`config.mk`:
```
export PLATFORM = sky130hd
export DESIGN_NAME = sar_search_ctrl_flat
export DESIGN_NICKNAME = d
export VERILOG_FILES = /design/src/rtl/sar_search_ctrl_pkg.sv /design/src/rtl/sar_search_ctrl_if.sv /design/src/rtl/sar_settle_timer.sv /design/src/rtl/sar_search_ctrl.sv /design/src/flat_wrapper.sv
export SDC_FILE = /design/constraint.sdc
export NUM_CORES = 1
export LEC_CHECK = 0
export CORE_AREA = 2 2 42 44
export CTS_BUF_LIST = sky130_fd_sc_hd__clkbuf_8
export CTS_CLUSTER_SIZE = 12
export DETAILED_ROUTE_END_ITERATION = 16
export DIE_AREA = 0 0 44 46
export GPL_TIMING_DRIVEN = 0
export PLACE_DENSITY_LB_ADDON = 0.05
export SLEW_MARGIN = 0
export SYNTH_ARGS = -nofsm -noshare
export SYNTH_HDL_FRONTEND = slang
export SYNTH_SLANG_ARGS = --single-unit
```
`constraint.sdc`:
```
create_clock -name clk -period 2.7 [get_ports clk]
set_input_delay 0.54 -clock clk [delete_from_list [all_inputs] [get_ports clk]]
set_output_delay 0.54 -clock clk [all_outputs]
set_load 0.05 [all_outputs]
```
`src/rtl/sar_search_ctrl_pkg.sv`:
```
// sar_search_ctrl_pkg: shared state encoding, flag indices and width helper for the SAR search controller
package sar_search_ctrl_pkg;
    typedef enum logic [1:0] {IDLE, WAIT, DONE} state_t;
    localparam int FLAG_GT = 0;
    localparam int FLAG_LT = 1;
    localparam int FLAG_EQ = 2;
    function automatic int clog2_min1(input int n);
        return n > 1 ? $clog2(n) : 1;
    endfunction
endpackage

```
`src/rtl/sar_search_ctrl_if.sv`:
```
// sar_search_ctrl_if: request/result handshake plus comparator operand/flags; flag_err only with SAR_SEARCH_FLAGCHK_EN
interface sar_search_ctrl_if #(parameter int WIDTH = 4);
    logic             start;
    logic             cmp_gt;
    logic             cmp_lt;
    logic             cmp_eq;
    logic [WIDTH-1:0] probe;
    logic             busy;
    logic             done;
    logic [WIDTH-1:0] result;
    logic             exact;
`ifdef SAR_SEARCH_FLAGCHK_EN
    logic             flag_err;
    modport master (output start, cmp_gt, cmp_lt, cmp_eq, input probe, busy, done, result, exact, flag_err);
    modport slave  (input start, cmp_gt, cmp_lt, cmp_eq, output probe, busy, done, result, exact, flag_err);
`else
    modport master (output start, cmp_gt, cmp_lt, cmp_eq, input probe, busy, done, result, exact);
    modport slave  (input start, cmp_gt, cmp_lt, cmp_eq, output probe, busy, done, result, exact);
`endif
endinterface

```
`src/rtl/sar_settle_timer.sv`:
```
// sar_settle_timer: loadable down-counter that stops at zero and flags when the comparator has settled
module sar_settle_timer import sar_search_ctrl_pkg::*; #(
    parameter int SETTLE_CYCLES = 1
) (
    input  logic clk,
    input  logic rst_n,
    input  logic load,
    output logic zero
);
    localparam int CW = clog2_min1(SETTLE_CYCLES + 1);
    logic [CW-1:0] cnt;
    always_ff @(posedge clk or negedge rst_n)
        if (!rst_n) cnt <= '0;
        else if (load) cnt <= CW'(SETTLE_CYCLES);
        else if (cnt != '0) cnt <= cnt - 1'b1;
    assign zero = cnt == '0;
endmodule

```
`src/rtl/sar_search_ctrl.sv`:
```
// sar_search_ctrl: MSB-first successive-approximation search over an external comparator; SAR_SEARCH_FLAGCHK_EN adds flag one-hot checking
module sar_search_ctrl import sar_search_ctrl_pkg::*; #(
    parameter int WIDTH         = 4,
    parameter int SETTLE_CYCLES = 1
) (
    input  logic           clk,
    input  logic           rst_n,
    sar_search_ctrl_if.slave bus
);
    localparam int IW = clog2_min1(WIDTH);
    state_t           state, state_n;
    logic [WIDTH-1:0] probe, probe_n, result, result_n, upd;
    logic [IW-1:0]    idx, idx_n;
    logic             busy, busy_n, done, done_n, exact, exact_n, load, zero;
    logic [2:0]       flags;
`ifdef SAR_SEARCH_FLAGCHK_EN
    logic             err, err_n;
    assign bus.flag_err = err;
`endif
    assign flags[FLAG_GT] = bus.cmp_gt;
    assign flags[FLAG_LT] = bus.cmp_lt;
    assign flags[FLAG_EQ] = bus.cmp_eq;
    sar_settle_timer #(.SETTLE_CYCLES(SETTLE_CYCLES)) u_timer (
        .clk(clk), .rst_n(rst_n), .load(load), .zero(zero)
    );
    always_ff @(posedge clk or negedge rst_n)
        if (!rst_n) begin
            state  <= IDLE;
            probe  <= '0;
            result <= '0;
            idx    <= '0;
            busy   <= 1'b0;
            done   <= 1'b0;
            exact  <= 1'b0;
`ifdef SAR_SEARCH_FLAGCHK_EN
            err    <= 1'b0;
`endif
        end else begin
            state  <= state_n;
            probe  <= probe_n;
            result <= result_n;
            idx    <= idx_n;
            busy   <= busy_n;
            done   <= done_n;
            exact  <= exact_n;
`ifdef SAR_SEARCH_FLAGCHK_EN
            err    <= err_n;
`endif
        end
    // gt keeps the trial bit, anything else (lt or no flag) clears it
    always_comb begin
        state_n  = state;
        probe_n  = probe;
        result_n = result;
        idx_n    = idx;
        busy_n   = busy;
        done_n   = 1'b0;
        exact_n  = exact;
        load     = 1'b0;
        upd      = probe;
        upd[idx] = flags[FLAG_GT];
`ifdef SAR_SEARCH_FLAGCHK_EN
        err_n    = err;
`endif
        if (bus.start && state != WAIT) begin
            state_n = WAIT;
            probe_n = WIDTH'(1) << (WIDTH - 1);
            idx_n   = IW'(WIDTH - 1);
            load    = 1'b1;
            busy_n  = 1'b1;
            exact_n = 1'b0;
`ifdef SAR_SEARCH_FLAGCHK_EN
            err_n   = 1'b0;
`endif
        end else if (state == WAIT && zero) begin
`ifdef SAR_SEARCH_FLAGCHK_EN
            if (!$onehot(flags)) begin
                state_n  = DONE;
                result_n = '0;
                exact_n  = 1'b0;
                err_n    = 1'b1;
                busy_n   = 1'b0;
                done_n   = 1'b1;
            end else
`endif
            if (flags[FLAG_EQ]) begin
                state_n  = DONE;
                result_n = probe;
                exact_n  = 1'b1;
                busy_n   = 1'b0;
                done_n   = 1'b1;
            end else if (idx == '0) begin
                state_n  = DONE;
                result_n = upd;
                busy_n   = 1'b0;
                done_n   = 1'b1;
            end else begin
                probe_n = upd | (WIDTH'(1) << (idx - 1'b1));
                idx_n   = idx - 1'b1;
                load    = 1'b1;
            end
        end else if (state == DONE) begin
            state_n = IDLE;
        end
    end
    assign bus.probe  = probe;
    assign bus.busy   = busy;
    assign bus.done   = done;
    assign bus.result = result;
    assign bus.exact  = exact;
endmodule

```
`src/flat_wrapper.sv`:
```
// flat-port wrapper written by rule: the top's interface ports become plain ports
module sar_search_ctrl_flat import sar_search_ctrl_pkg::*;
#(
    parameter int WIDTH         = 4,
    parameter int SETTLE_CYCLES = 1
)
  (clk, rst_n, bus_start, bus_cmp_gt, bus_cmp_lt, bus_cmp_eq, bus_probe, bus_busy, bus_done, bus_result, bus_exact);
  sar_search_ctrl_if #(.WIDTH(WIDTH)) bus_i ();
  input  logic clk;
  input  logic rst_n;
  input wire logic [$bits(bus_i.start)-1:0] bus_start;
  input wire logic [$bits(bus_i.cmp_gt)-1:0] bus_cmp_gt;
  input wire logic [$bits(bus_i.cmp_lt)-1:0] bus_cmp_lt;
  input wire logic [$bits(bus_i.cmp_eq)-1:0] bus_cmp_eq;
  output wire logic [$bits(bus_i.probe)-1:0] bus_probe;
  output wire logic [$bits(bus_i.busy)-1:0] bus_busy;
  output wire logic [$bits(bus_i.done)-1:0] bus_done;
  output wire logic [$bits(bus_i.result)-1:0] bus_result;
  output wire logic [$bits(bus_i.exact)-1:0] bus_exact;
  assign bus_i.start = bus_start;
  assign bus_i.cmp_gt = bus_cmp_gt;
  assign bus_i.cmp_lt = bus_cmp_lt;
  assign bus_i.cmp_eq = bus_cmp_eq;
  assign bus_probe = bus_i.probe;
  assign bus_busy = bus_i.busy;
  assign bus_done = bus_i.done;
  assign bus_result = bus_i.result;
  assign bus_exact = bus_i.exact;
  sar_search_ctrl #(.WIDTH(WIDTH), .SETTLE_CYCLES(SETTLE_CYCLES)) u_core (.clk(clk), .rst_n(rst_n), .bus(bus_i));
endmodule
```
Word level (Yosys, flattened, before mapping)
Cells that the tools add are included.
- add/sub/neg operators: 2
- $lt $le $gt $ge: 2
- equal/unequal tests: 6
- shift-type cells: 1
- muxes and demuxes: 35
- bitwise logic cells: 3
- reductions and logical operators: 14
- operators with widths (kind ; count):
    $mux 4 ; 6
    $mux 1 ; 18
    $mux 2 ; 9
    $ne 2x1->1 const B ; 3
    $reduce_and 2->1 ; 3
    $reduce_and 3->1 ; 2
    $reduce_bool 2->1 ; 3
    $reduce_bool 3->1 ; 2
    $bwmux 4 ; 1
    $ne 4x3->1 const B ; 1
    $or 4x4->4 ; 1
    $shl 1x2->4 const A ; 1
    $logic_and 1x1->1 ; 3
    $lt 2x3->1 const B ; 1
    $demux 1 s2 ; 1
    $eq 2x1->1 const B ; 1
    $eq 2x2->1 const B ; 1
    $ge 2x1->1 const B ; 1
    $logic_not 2->1 ; 1
    $not 1->1 ; 2
    $sub 2x1->2 const B ; 1
    $sub 1x1->1 const B ; 1
- flip-flop bits (word level): 16
- input bits: 6
- output and inout port bits: 11
- word-level logic and storage cells: 71

Longest topological paths before layout
Gate-level depths: netlist of run 1.
- word-level depth: 10
- depth in mapped cells: 7
- gate-level depth less buffers: 6

Modules after synthesis
A second synthesis of run 1 with hierarchy kept.
- cells, all modules: 81
- area, all modules: 830.8 µm²
- modules (own cells, without submodules) (module ; times used ; cells an instance ; area an instance (µm²) ; seq. area each (µm²)):
    sar_search_ctrl ; 1 ; 79 ; 802.0 ; 375.4
    sar_settle_timer ; 1 ; 2 ; 28.8 ; 25.0

Worst setup path before layout of run 1
OpenSTA, ideal clock, no wires.
- path kind: register -> register
- from: reg u_core.idx[0]
- to: reg u_core.idx[1]
- setup time: 0.137 ns
- arrival time: 1.348 ns
- setup slack: 1.215 ns
- stages on the path, launching flop included: 7
- path buffers: 1
- path through: dfrtp_1 > inv_1 > ha_1 > or2_2 > buf_2 > o21ai_0 > o211ai_1
- word-level cells in the longest chain between the ends: 5
- elaborated cells between the ends (all ways): 8
- ends and longest elaborated chain (item ; RTL line ; RTL):
    start, declared ; sar_search_ctrl.sv:13 ; logic [IW-1:0] idx, idx_n;
    start signal, assigned ; sar_search_ctrl.sv:42 ; idx <= idx_n;
    $sub 2x1->2 ; sar_search_ctrl.sv:99 ; idx_n = idx - 1'b1;
    $mux 2 ; sar_search_ctrl.sv:92 ; end else if (idx == '0) begin
    $mux 2 ; sar_search_ctrl.sv:86 ; if (flags[FLAG_EQ]) begin
    $mux 2 ; sar_search_ctrl.sv:75 ; end else if (state == WAIT && zero) begin
    $mux 2 ; sar_search_ctrl.sv:65 ; if (bus.start && state != WAIT) begin
Several ways; a longest one is shown, not always the timed one. The select of a mux whose other input is x is not followed.
A chain may end at the register's enable or synchronous reset.

Worst setup path after layout of run 1
- from: reg u_core.probe[1] (netlist: u_core.bus.probe[1])
- to: out bus_probe[1]
- RTL lines (item ; RTL line ; RTL):
    start, declared ; sar_search_ctrl.sv:12 ; logic [WIDTH-1:0] probe, probe_n, result, result_n, upd;
    start signal, assigned ; sar_search_ctrl.sv:40 ; probe <= probe_n;
    end, declared ; flat_wrapper.sv:15 ; output wire logic [$bits(bus_i.probe)-1:0] bus_probe;
No word-level cell between the ends.

==> results of run 1 <==
final timing paths:
check	startpoint	end	cells after the start
setup / recovery	u_core.bus.probe[1]$_DFFE_PN0P_	bus_probe[1]	1
hold / removal	u_core.bus.exact$_DFFE_PN0P_	u_core.bus.exact$_DFFE_PN0P_	1
setup reg to reg	u_core.idx[0]$_DFFE_PN0P_	u_core.bus.probe[1]$_DFFE_PN0P_	5
hold reg to reg	u_core.bus.exact$_DFFE_PN0P_	u_core.bus.exact$_DFFE_PN0P_	1
max in group asynchronous	rst_n	u_core.idx[0]$_DFFE_PN0P_	1
min in group asynchronous	rst_n	u_core.bus.result[3]$_DFFE_PN0P_	1
sequential cells by signal (all words and copies together), names as in the netlist:
register	cells
u_core.bus.done	1
u_core.u_timer.cnt	1
u_core.bus.exact	1
u_core.idx	2
u_core.bus.probe	4
u_core.state	2
u_core.bus.busy	1
u_core.bus.result	4
synthesized netlist by cell type:
library cell / n / area [um^2]
or2b_1: 1 / 7.51
o21a_1: 2 / 15.0
a211oi_2: 2 / 25.0
nor4bb_1: 1 / 10.0
nand2b_1: 3 / 18.8
ha_1: 5 / 62.6
nand2_1: 6 / 22.5
inv_1: 5 / 18.8
nor4_2: 1 / 12.5
buf_6: 1 / 11.3
buf_2: 1 / 5.00
nor3b_2: 1 / 12.5
a21oi_1: 5 / 25.0
or2_2: 1 / 6.26
o21ai_0: 9 / 45.0
or3_1: 1 / 6.26
o31ai_1: 1 / 7.51
nand3_1: 1 / 5.00
a31o_1: 2 / 17.5
or3b_1: 1 / 8.76
a31oi_1: 2 / 12.5
nor3_1: 2 / 10.0
dfrtp_1: 16 / 400
nor2b_1: 3 / 18.8
nor2_1: 1 / 3.75
mux2i_1: 3 / 30.0
a21o_1: 1 / 7.51
o211ai_1: 1 / 7.51
a22oi_1: 1 / 7.51
metrics by stage:
step	setup WS, ps	hold WS, ps	power (W)
after floorplan	1210	244	0.000990
after global placement	546	460	0.00121
after detailed placement	522	469	0.00123
after CTS	704	482	0.00140
after global routing	671	529	0.00149
final	716	478	0.00139
cell families after synthesis:
| family | count (synthesis) | synth area share, % |
|---|---|---|
| compound gates | 26 | 20.2 |
| fa+ha+maj | 5 | 7.44 |
| buf+inv | 7 | 4.17 |
| flops | 16 | 47.6 |
| mux | 3 | 3.57 |
| simple gates | 23 | 17.0 |
power groups by stage:
stage | Combinational [W] | Clock [W] | Sequential [W]
6_report | 0.000792 | 0.000172 | 0.000431
5_1_grt | 0.000853 | 0.000185 | 0.000452
4_1_cts | 0.000794 | 0.000176 | 0.000434
3_5_place_dp | 0.000792 | 0 | 0.000438
3_3_place_gp | 0.000781 | 0 | 0.000433
2_1_floorplan | 0.000318 | 0 | 0.000672
layer usage:
layer  part of all wire [%]  global-route usage, %  routed length, um  up-vias
li1                       -                      -                  -      320
met1                     48                   23.4                795      308
met2                     48                   32.6                808        9
met3                    3.1                   3.57                 51        2
met4                   0.66                   7.27                 11        0
met5                      0                      0                  0        -
final cells by class:
type	instances	area [um^2]	share of cell area [%]
tap	17	21.3	2.02
timing repair buffer	15	150	14.3
inverter	5	18.8	1.78
buffer	2	16.3	1.54
clock buffer	3	41.3	3.92
multi-input combinational	57	405	38.5
sequential	16	400	38.0
==> summary.md, run 1 <==
| Metric | Value |
|---|---|
| Status | finished clean |
| DR WL/cell | between 10 and 15 um |
| Worst-path fanout max | 4 |
| Hpwl dp | roughly 1.2 mm |
| Share of layout cells above drive strength 1 | 10.2% |
| Type of origin of the critical path | flip-flop |
| Power Density | about 1300 nW/um^2 |
| Tcrit/Tclk final | around 73% |
| Clk pwr share | around 12% |
| Num CTS Buffers | 3 |
| Drt pass-1 iters | 4 |
| CTS Hold Buffers Added | 0 |
| Peak supply drop | around 0.00081 V |
| Row count | 15 |
| Setup tns final | 0 ps |
| Antenna cells | 0 |
| Placement Cell Area | about 1000 um^2 |
| Switching Power | ~0.00065 W |
| Total number of vias | 639 |
| Pins Over Slew Limit | 0 |
| First-pass GRT wire length | between 2 and 3 mm |
| GRT Overall Usage | between 10% and 20% |
| CTS tree | built |
| Core area | roughly 1600 um^2 |
| Worst-Margin Slew | between 700 and 800 ps |
| I/O Pins | 17 |
| Total clock sinks | 16 |
| Nets | 111 |
| Core Util, Final | approximately two thirds |
| Synth unique cells | 29 |
| Die area | just over 2000 um^2 |
| Final hold violation count | 0 |
| Worst skew pair latency | between 200 and 250 ps |
| Crit-path cells | clkdlybuf4s50_1 |
| Logic pwr share | 56.8% |
| Seq pwr share | between 30% and 40% |
| Seq/Total Area, Yosys | a little under half |
| Static leakage | 0.472 nW |
| CTS resizes | 0 |
| Max-cap viol count | 0 |
| Commonest non-fill, non-tap cell in the layout | dfrtp_1 |
| RSZ-0062 raised after global routing | false |
| Clock-pin slew on the worst setup and hold paths | around 60 ps |
| DR vias/cell | between 5 and 6 |
| Cell Area, Synth | roughly 840 um^2 |
| DRT Wirelength | about 1.7 mm |
| Flop-to-flop setup slack | about 900 ps |
| Die Ht | approximately 46 um |
| Commonest non-fill, non-tap cells in the layout | 16 x dfrtp_1, 15 x clkdlybuf4s50_1, 9 x o21ai_0 |
| Finished Layout Cells | 115 |
| DRC errors left | 0 |
| Antenna violations before repair | 0 |
| Filler Cell Count | between 100 and 150 |
| Skew final | between 3 and 4 ps |
| GRT overflow | 0 |
| Dpl cells | between 100 and 150 |
| CP top delay family | buffers and inverters |
| CP max stage cell | clkdlybuf4s50_1 |
| Post CTS Setup Buffer Count | 0 |
| F_max | 504 MHz |
| DRT iter0 DRCs | 9 |
| ANT nets after route | 0 |
| Routability cong. | about 0.83 |
| Mapped Nets | between 90 and 100 |
| Critical path endpoint category | output pin |
| Worst EP arrival | 1440 ps |
| H-tree Lvls | 1 |
| Worst setup path class | reg -> out |
| Slowest stage delay, CP | about 820 ps |
| Die Wd | between 40 and 50 um |
| Final Critical Period | ~2000 ps |
| Root buf cell | clkbuf_8 |
| PortBufs | 15 |
| Area added between synthesis and finish | 25.3% |
| Largest net degree at the start of global routing | 17 |
| Worst Path Required | around 2200 ps |
| Mean post-synth cell area | between 10 and 15 um^2 |
| Clk buf depth | 2 |
| Max_slew headroom | around half |
| Final Cell Area | about 1100 um^2 |
| YS warnings | 0 |
| #FFs+latches synth | 16 |
| Setup violators final | 0 |
| Initial Util | 52.1% |
| Worst Path Buf+Inv | 1 |
| Hold WC Path Type | reg -> reg |
| Synth Instances | 80 |
| Internal power | between 0.0007 and 0.0008 W |
| Switch share | a little under half |
| Vias in the first global route | 639 |
(Power assumes the default switching activity.)
==> inputs of run 2 (changes only) <==
CORE_AREA = 2 2 52 42   (was 2 2 42 44)
DIE_AREA = 0 0 54 44   (was 0 0 44 46)
clock period = 1.8 ns   (was 2.7 ns; I/O delays follow)
==> run 2 against run 1 <==
Compared with the run above:
- core utilization down 8.2 points
- clock-buffer cell count unchanged
- wire length up 5.3%
- clock skew down 2.0 ps
- sequential power up 51%
- sequential cell count unchanged
- via count up 3.3%
- cell area up 2.5%
==> summary.md, run 2 (synthesis gave the netlist of run 1 again) <==
| Metric | Value |
|---|---|
| DR vias/cell | 5.41 (was 5.56) |
| Final hold violation count | 0 (unchanged) |
| Power Density | 1930 nW/um^2 (was 1320 nW/um^2) |
| Row count | 14 (was 15) |
| Die Wd | 54 um (was 44 um) |
| Busiest grt layer | met2 (unchanged) |
| Filler Cell Count | 167 (was 125) |
| Max-cap viol count | 0 (unchanged) |
| Peak supply drop | 0.00108 V (was 0.000811 V) |
| Met1 usage | 25.2% (was 23.4%) |
| DRC errors left | 0 (unchanged) |
| Routability cong. | 0.775 (was 0.834) |
| Status | finished clean (unchanged) |
| Top flop regs | u_core.bus.probe (4), u_core.bus.result (4) (unchanged) |
| Antenna violations before repair | 0 (unchanged) |
| Hpwl dp | 1.21 mm (was 1.20 mm) |
| Worst Path Required | 1440 ps (was 2160 ps) |
| Final Critical Period | about 1700 ps |
| Root buf cell | clkbuf_8 (unchanged) |
| Worst setup path class | reg -> out (unchanged) |
| Type of origin of the critical path | flip-flop (unchanged) |
| Core Util, Final | 57.1% (was 65.3%) |
| Num CTS Buffers | 3 (unchanged) |
| Commonest non-fill, non-tap cell in the layout | dfrtp_1 (unchanged) |
| Largest net degree at the start of global routing | 17 (unchanged) |
| DRT iter0 DRCs | 9 (unchanged) |
| Worst Path Buf+Inv | 1 (unchanged) |
| H-tree Lvls | 1 (unchanged) |
| Clock-pin slew on the worst setup and hold paths | 60 ps (about the same) |
| Clk buf depth | 2 (unchanged) |
| Met2 Use GR | 25.6% (was 32.6%) |
| GRT overflow | 0 (unchanged) |
| Slowest stage delay, CP | 800 ps (was 820 ps) |
| Nets | 111 (unchanged) |
| Worst-Margin Slew | 738 ps (was 726 ps) |
| Area added between synthesis and finish | 28.4% (was 25.3%) |
| DR WL/cell | 14.4 um (was 14.5 um) |
| Hold WC Path Type | reg -> reg (unchanged) |
| CP max stage cell | clkdlybuf4s50_1 (unchanged) |
| ANT nets after route | 0 (unchanged) |
| CP top delay family | buffers and inverters (unchanged) |
| Design Power | 0.00209 W (was 0.00139 W) |
| Share of layout cells above drive strength 1 | 11.2% (was 10.2%) |
| Initial Util | 44.4% (was 52.1%) |
| First-pass GRT wire length | 2.99 mm (was 2.77 mm) |
| GRT Overall Usage | 18.1% (was 18.9%) |
| Vias in the first global route | 621 (was 639) |
| Pins Over Slew Limit | 0 (unchanged) |
| Setup violators final | 0 (unchanged) |
| Met3 usage | 7.24% (was 3.57%) |
| Max_slew headroom | 50.6% (was 51.5%) |
| Static leakage | 0.544 nW (was 0.472 nW) |
| RSZ-0062 raised after global routing | false (unchanged) |
| DRT Wirelength | 1.76 mm (was 1.67 mm) |
| Die Ht | 44 um (was 46 um) |
| CTS tree | built (unchanged) |
| Post CTS Setup Buffer Count | 0 (unchanged) |
| Crit-path cells | clkdlybuf4s50_1 (unchanged) |
| Worst skew pair latency | 250 ps (was 240 ps) |
| PortBufs | 15 (unchanged) |
| Total clock sinks | 16 (unchanged) |
| Commonest non-fill, non-tap cells in the layout | 16 x dfrtp_1, 9 x o21ai_0, 7 x dlymetal6s2s_1 (was 16 x dfrtp_1, 15 x clkdlybuf4s50_1, 9 x o21ai_0) |
| Critical path endpoint category | output pin (unchanged) |
| Skew final | 1.13 ps (was 3.14 ps) |
| Core area | 1890 um^2 (was 1610 um^2) |
| Die area | 2380 um^2 (was 2020 um^2) |
| Tcrit/Tclk final | 96.9% |
| Hold_ws | 474 ps (was 478 ps) |
| F_max | between 500 and 600 MHz |
| Drt pass-1 iters | 4 (unchanged) |
| I/O Pins | 17 (unchanged) |
| Worst EP arrival | 1380 ps (was 1440 ps) |
| Total number of vias | 660 (was 639) |
| Worst-path fanout max | 2 (was 4) |
| Antenna cells | 0 (unchanged) |
## run 2: timing repair
| action | CTS | global route |
|---|---|---|
| resized for setup | 3 | 7 |
| setup endpoints to repair | 4 | 7 |
| hold buffers | 0 | 0 |
## run 2: path summary, 6_finish.rpt
path	slack [ps]	endpoint	start	cells past startpoint
worst max-delay path	60	bus_result[2]	u_core.bus.result[2]$_DFFE_PN0P_	1
min in group asynchronous	550	u_core.state[1]$_DFFE_PN0P_	rst_n	1
worst min-delay path	470	u_core.bus.exact$_DFFE_PN0P_	u_core.bus.exact$_DFFE_PN0P_	1
worst min register to register	470	u_core.bus.exact$_DFFE_PN0P_	u_core.bus.exact$_DFFE_PN0P_	1
worst max register to register	120	u_core.idx[1]$_DFFE_PN0P_	u_core.idx[0]$_DFFE_PN0P_	6
max in group asynchronous	790	u_core.bus.probe[2]$_DFFE_PN0P_	rst_n	1
## run 2: metrics by stage
stage / setup TNS, ps / area (um^2) / cells / setup WS, ps
finish: 0 / 1080 / 122 / 56.5
global placement: -744 / 1020 / 119 / -235
CTS: 0 / 1060 / 122 / 9.72
global route: 0 / 1080 / 122 / 18.0
floorplan: 0 / 841 / 80 / 315
detailed placement: -523 / 1020 / 119 / -194
## run 2: where the power goes
| group | leakage (nW) | switching [W] | internal (W) |
|---|---|---|---|
| logic | 0.332 | 0.000738 | 0.000430 |
| clock network | 0.0216 | 0.000122 | 0.000148 |
| registers | 0.191 | 0.000131 | 0.000519 |
## run 2: final cells by class
class                      count  area [um^2]  area share, %
buffer                         2         16.3           1.51
clock buffer                   3         41.3           3.82
inverter                       5         18.8           1.74
multi-input combinational     57          408           37.8
sequential                    16          400           37.1
tap                           24         30.0           2.78
timing repair buffer          15          165           15.3
## run 2: worst register-to-register path: stages (launching register included)
cell and delay [ps]:
dfrtp_1 430, inv_1 100, ha_1 270, or2_2 280
buf_2 160, o21ai_0 180, o211ai_1 120
## run 2: routing by layer
metal	routed length [um]	share of wire (%)
met1	861	49
met2	766	44
met3	108	6.2
met4	19	1.1
met5	0	0
